## config.mk

```make
export PLATFORM = sky130hd
export DESIGN_NAME = alu_arbiter
export DESIGN_NICKNAME = d
export VERILOG_FILES = /design/src/rtl/alu_pkg.sv /design/src/rtl/alu.sv /design/src/rtl/alu_arbiter.sv
export SDC_FILE = /design/constraint.sdc
export NUM_CORES = 1
export LEC_CHECK = 0
export ABC_CLOCK_PERIOD_IN_PS = 12100
export CAP_MARGIN = 20
export CORE_MARGIN = 3
export CORE_UTILIZATION = 55
export CTS_CLUSTER_SIZE = 30
export DETAILED_ROUTE_END_ITERATION = 16
export HOLD_SLACK_MARGIN = 0.06
export PLACE_DENSITY = 0.75
export SYNTH_ARGS = -nofsm -noshare
export SYNTH_HDL_FRONTEND = slang
export SYNTH_SLANG_ARGS = --single-unit
```

## constraint.sdc

```tcl
create_clock -name clk -period 12.1 [get_ports clk]
set_input_delay 1.815 -clock clk [delete_from_list [all_inputs] [get_ports clk]]
set_output_delay 1.815 -clock clk [all_outputs]
set_load 0.03 [all_outputs]
```

## src/rtl/alu_pkg.sv

```systemverilog
// Shared definitions for the ALU and its arbiter.
// Covers op codes, FSM states and requester port indices.
package alu_pkg;

  localparam logic [2:0] OP_ADD = 3'b000;
  localparam logic [2:0] OP_SUB = 3'b001;
  localparam logic [2:0] OP_AND = 3'b010;
  localparam logic [2:0] OP_OR  = 3'b011;
  localparam logic [2:0] OP_XOR = 3'b100;
  localparam logic [2:0] OP_MUL = 3'b101;

  typedef enum logic [2:0] {
    IDLE,
    SETUP,
    FIRE,
    CAPT,
    RESP
  } state_t;

  localparam logic PORT0 = 1'b0;
  localparam logic PORT1 = 1'b1;

endpackage

```

## src/rtl/alu.sv

```systemverilog
// Signed N-bit ALU that registers its result and flags on a clock edge where enable is high.
// Any op code above XOR is treated as a signed multiply truncated to N bits.
module alu
  import alu_pkg::*;
#(
  parameter int N = 16
) (
  input  logic         clk,
  input  logic         rst_n,
  input  logic         enable,
  input  logic [2:0]   control,
  input  logic [N-1:0] a,
  input  logic [N-1:0] b,
  output logic [N-1:0] dOut,
  output logic         overflow,
  output logic         zero,
  output logic         negative
);

  logic [N-1:0]          sum;
  logic [N-1:0]          diff;
  logic [N-1:0]          res;
  logic signed [2*N-1:0] prod;
  logic                  ovf;

  always_comb begin
    sum  = a + b;
    diff = a - b;
    prod = $signed({{N{a[N-1]}}, a}) * $signed({{N{b[N-1]}}, b});
    res  = '0;
    ovf  = 1'b0;
    case (control)
      OP_ADD: begin
        res = sum;
        ovf = (a[N-1] == b[N-1]) && (sum[N-1] != a[N-1]);
      end
      OP_SUB: begin
        res = diff;
        ovf = (a[N-1] != b[N-1]) && (diff[N-1] != a[N-1]);
      end
      OP_AND: res = a & b;
      OP_OR:  res = a | b;
      OP_XOR: res = a ^ b;
      default: begin
        // Product fits only if the upper half is a pure sign extension of bit N-1.
        res = prod[N-1:0];
        ovf = !((&prod[2*N-1:N-1]) || !(|prod[2*N-1:N-1]));
      end
    endcase
  end

  always_ff @(posedge clk) begin
    if (!rst_n) begin
      dOut     <= '0;
      overflow <= 1'b0;
      zero     <= 1'b0;
      negative <= 1'b0;
    end else if (enable) begin
      dOut     <= res;
      overflow <= ovf;
      zero     <= (res == '0);
      negative <= res[N-1];
    end
  end

endmodule

```

## src/rtl/alu_arbiter.sv

```systemverilog
// Shares one alu between two requesters: arbitrate, sequence enable, return result.
// Define ALU_ARB_RR_EN for round-robin ties; otherwise port 0 always wins a tie.
module alu_arbiter
  import alu_pkg::*;
#(
  parameter int N = 16
) (
  input  logic         clk,
  input  logic         rst_n,
  input  logic         req0_valid,
  output logic         req0_ready,
  input  logic [2:0]   req0_op,
  input  logic [N-1:0] req0_a,
  input  logic [N-1:0] req0_b,
  input  logic         req1_valid,
  output logic         req1_ready,
  input  logic [2:0]   req1_op,
  input  logic [N-1:0] req1_a,
  input  logic [N-1:0] req1_b,
  output logic         rsp0_valid,
  input  logic         rsp0_ready,
  output logic         rsp1_valid,
  input  logic         rsp1_ready,
  output logic [N-1:0] rsp_result,
  output logic         rsp_overflow,
  output logic         rsp_zero,
  output logic         rsp_negative,
  output logic         busy
);

  state_t       state, next_state;
  logic         grant;
  logic         pick;
  logic         accept;
  logic [2:0]   op_r;
  logic [N-1:0] a_r, b_r;
  logic [2:0]   alu_control;
  logic [N-1:0] alu_a, alu_b;
  logic         alu_enable;
  logic [N-1:0] alu_dout;
  logic         alu_ovf, alu_zero, alu_neg;

`ifdef ALU_ARB_RR_EN
  logic last_grant;

  // On a tie, hand the grant to whichever port did not get the previous one.
  always_comb pick = req1_valid && (!req0_valid || (last_grant == PORT0));
`else
  always_comb pick = req1_valid && !req0_valid;
`endif

  always_ff @(posedge clk) begin
    if (!rst_n) state <= IDLE;
    else        state <= next_state;
  end

  always_comb begin
    next_state = state;
    req0_ready = 1'b0;
    req1_ready = 1'b0;
    accept     = 1'b0;
    case (state)
      IDLE: begin
        req0_ready = req0_valid && (pick == PORT0);
        req1_ready = req1_valid && (pick == PORT1);
        accept     = (req0_valid && (pick == PORT0)) || (req1_valid && (pick == PORT1));
        if (accept) next_state = SETUP;
      end
      SETUP: next_state = FIRE;
      FIRE:  next_state = CAPT;
      CAPT:  next_state = RESP;
      RESP: begin
        if ((grant == PORT0 && rsp0_ready) || (grant == PORT1 && rsp1_ready))
          next_state = IDLE;
      end
      default: next_state = IDLE;
    endcase
  end

  assign rsp0_valid = (state == RESP) && (grant == PORT0);
  assign rsp1_valid = (state == RESP) && (grant == PORT1);
  assign busy       = (state != IDLE);

  // Enable is registered off SETUP so it is a clean one-cycle pulse covering FIRE.
  always_ff @(posedge clk) begin
    if (!rst_n) begin
      grant        <= PORT0;
      op_r         <= '0;
      a_r          <= '0;
      b_r          <= '0;
      alu_control  <= '0;
      alu_a        <= '0;
      alu_b        <= '0;
      alu_enable   <= 1'b0;
      rsp_result   <= '0;
      rsp_overflow <= 1'b0;
      rsp_zero     <= 1'b0;
      rsp_negative <= 1'b0;
`ifdef ALU_ARB_RR_EN
      last_grant   <= PORT1;
`endif
    end else begin
      alu_enable <= (state == SETUP);
      if (accept) begin
        grant <= pick;
        op_r  <= (pick == PORT1) ? req1_op : req0_op;
        a_r   <= (pick == PORT1) ? req1_a  : req0_a;
        b_r   <= (pick == PORT1) ? req1_b  : req0_b;
`ifdef ALU_ARB_RR_EN
        last_grant <= pick;
`endif
      end
      if (state == SETUP) begin
        alu_control <= op_r;
        alu_a       <= a_r;
        alu_b       <= b_r;
      end
      if (state == CAPT) begin
        rsp_result   <= alu_dout;
        rsp_overflow <= alu_ovf;
        rsp_zero     <= alu_zero;
        rsp_negative <= alu_neg;
      end
    end
  end

  alu #(.N(N)) u_alu (
    .clk      (clk),
    .rst_n    (rst_n),
    .enable   (alu_enable),
    .control  (alu_control),
    .a        (alu_a),
    .b        (alu_b),
    .dOut     (alu_dout),
    .overflow (alu_ovf),
    .zero     (alu_zero),
    .negative (alu_neg)
  );

endmodule

```

==> results.md <==
- Worst slew margin: 31.0%
- Most instantiated library cell after synthesis: nand2_1
- Placed cell area: 0.0177 mm2
- Met3 WL: 4190 um
- Max cap viols: 0
- Vias: 13700
- Antenna violations before repair: 0
- RSZ-0062 raised after global routing: false
- Final min period: 8110 ps
- Compound-Gate Fraction of Synth Area: 14.8%
- N_diodes: 0
- F_max: 123 MHz
- Remaining global-route overflow: 0
- Largest net degree at the start of global routing: 112
- Vias in the first global route: 13700
- Initial drt markers: 1158
- Worst Path Buf+Inv: 3
- CTS sink cnt: 111
- Crit path kind: flop to flop
- Slowest-stage cell, CP: a2111oi_0
- Pwr Density: 63.5 mW/mm2
- Slew @ Worst Pin: 1010 ps
- Vias per inst: 5.92
- Synth Register Bits: 111
- Post-synthesis sequential area ratio: 13.5%
- Status: completed
- Setup bufs post-CTS: 0
- DP HPWL: 37200 um
- Yosys top cell area share: 32.1%
- Post-CTS Hold Fix Bufs: 0
- Skew final: 18.6 ps
- Slew Limit Fails: 0
- Clk slew on worst S/H paths: 90 ps
- CP dominant cell by count: fa_1
- Row cnt: 62
- Synth Instances: 1904
- IO Pins: 100
- Reg2Reg Setup Slack: 3990 ps
- Yosys cell types: 82
- Async set-reset flop share out of synthesis: 0%
- Area growth syn-to-layout: 9.17%
- Final Instance Area: 0.0180 mm2
- Largest cells by area after synthesis: fa_1 32%, dfxtp_1 13%, ha_1 9.9%
- CTS resizes: 0
- WL/cell: 20.2 um
- Startpoint Class: flop
- Fin. Hold Viols: 0
- CTS tree: yes
- Crit end category: flop
- Post-synth top area cell: fa_1
- GP Congestion: 0.975
- Met1 WL: 18600 um
- First-pass GRT wire length: 73400 um
- CTS Buf Count: 9
- Place WS: 4090 ps
- Xor/xnor share of the synthesized area: 2.50%
- Met2 wire len: 21800 um
- Adder-cell share of the synthesized area: 42.0%
- Post-synth EDFFs: 0
- Synth Net Count: 2374
- Area of the core: 0.0291 mm2
- Multiplexer share of the synthesized area: 3.12%
- All-Layer GR Usage: 29.7%
- Min-delay worst type: flop to flop
- Post-synth top cells: 335 x nand2_1, 285 x inv_1, 264 x fa_1
- Synth Warn #: 0
- Root Buffer: clkbuf_16
- Clk Latency, worst-skew pair: 370 ps
- Final Cycle Share: 67.0%
- Post-Syn Area: 0.0165 mm2
- Top routing layer used: met4
- Critical-path cell list: clkinv_1, nor2_1, fa_1, fa_1, inv_1, fa_1, fa_1, fa_1, fa_1, inv_1, ha_1, a2111oi_0, nand2b_1, o21bai_1, a31o_1, a21oi_1, xnor2_1, or4_1, a31o_1
- Data required time of the critical path: 12370 ps
- Residual DRC count: 0
- Nets: 2402
- Syn Area/Cell: 8.65 um2
- Critical Path Max Stage Delay: 780 ps
- Die W: 179 um
- Filler Cells Inserted: 2555
- Worst path top cell family by delay: adder cells
- Leak: 7.18 nW
- Layout cells sized above 1: 3.51%
- Clock Tree Buf Depth: 2
- Die height: 179 um
- Setup Viol. Count Final: 0
- Drt total wl: 46900 um
- Setup tns final: 0 ps
- TritonRoute pass-1 iters: 5
- H-tree levels: 3
- Data arrival time of the critical path: 8380 ps
- Final WS setup: 3990 ps
- IO buf count: 99
- Initial core utilization: 56.6%
- Worst IR Drop VDD: 0.0761 mV
- CP Max Fanout: 15
- Most used flip-flop cell after synthesis: dfxtp_1
- Routed Antenna Nets: 0
- Simple-gate share of the synthesized area: 15.0%
- Largest family of logic cells by synthesized area: adder cells
- DIE AREA: 0.0320 mm2
==> path summary, 6_finish.rpt <==
| path | from | cells after the start | to |
|---|---|---|---|
| setup reg to reg | alu_a[15] | 19 | u_alu.overflow |
| hold / removal | u_alu.dOut[12] | 2 | rsp_result[12] |
| setup / recovery | alu_a[15] | 19 | u_alu.overflow |
| hold reg to reg | u_alu.dOut[12] | 2 | rsp_result[12] |
==> worst register-to-register path: stages, from the launching register on <==
cell	delay [ps]
dfxtp_1	760
clkinv_1	580
nor2_1	450
fa_1	530
fa_1	460
inv_1	330
fa_1	520
fa_1	570
fa_1	440
fa_1	490
inv_1	40
ha_1	370
a2111oi_0	780
nand2b_1	220
o21bai_1	280
a31o_1	240
a21oi_1	170
xnor2_1	100
or4_1	480
a31o_1	210
==> per-stage QoR <==
stage | utilization [%] | total power [mW] | hold slack [ps] | cells
after detailed placement | 60.8 | 0.842 | 459 | 2305
after global routing | 61.8 | 1.20 | 475 | 2320
after global placement | 60.8 | 0.833 | 452 | 2305
final | 61.8 | 1.14 | 457 | 2320
after CTS | 61.8 | 1.14 | 463 | 2320
after floorplan | - | 0.708 | 436 | 1904
==> layout make-up <==
type | instances | area, um2 | share of cell area [%]
Multi-Input combinational cell | 1398 | 12800 | 71.0
Clock buffer | 9 | 225 | 1.25
Tap cell | 384 | 480 | 2.67
Sequential cell | 111 | 2220 | 12.4
Clock inverter | 6 | 63.8 | 0.355
Timing Repair Buffer | 114 | 1100 | 6.11
Inverter | 298 | 1120 | 6.22
==> routing by layer <==
metal / track usage [%] / up-vias
met5: 0 / -
met1: 39.3 / 6784
li1: - / 6152
met3: 6.54 / 153
met2: 47.2 / 636
met4: 12.6 / 0
==> state kept, by name (all words and copies together), names as in the netlist <==
register and cells:
rsp_zero 1, state 3, a_r 16, rsp_overflow 1, alu_enable 1, b_r 16
op_r 3, rsp_result 16, alu_control 3, u_alu.zero 1, u_alu.dOut 15, grant 1
alu_b 16, u_alu.negative 1, alu_a 16, u_alu.overflow 1
==> cells in the final DEF (no fill, tap or decap), types with 11 or more instances in the layout <==
cell,instances
dfxtp_1,111
a21oi_1,61
nand2b_1,13
xor2_1,12
o21ai_0,32
nor2_1,140
nor2b_1,16
o211a_1,43
ha_1,130
nor3_1,14
nand2_1,335
xnor2_1,35
a21o_1,11
fa_1,264
clkdlybuf4s50_1,98
a211oi_1,11
buf_4,15
a21boi_0,64
inv_1,285
mux2i_1,48
==> cells by family (layout without fill, tap and decap cells) <==
kind of cell	after synthesis	after routing
AOI/OAI and AO/OA	326	326
xor gates and xnor gates	47	47
adders and majority gates	394	394
buffers and inverters	395	427
DFF	111	111
muxes	50	50
and+or+nand+nor	581	581
==> report_power, final <==
part / switching [mW] / internal (mW) / total (mW)
clock network: 0.154 / 0.145 / 0.298
registers: 0.0415 / 0.396 / 0.437
logic: 0.242 / 0.164 / 0.406
total: 0.437 / 0.704 / 1.14
No activity file was read; power rests on OpenSTA's default activity.
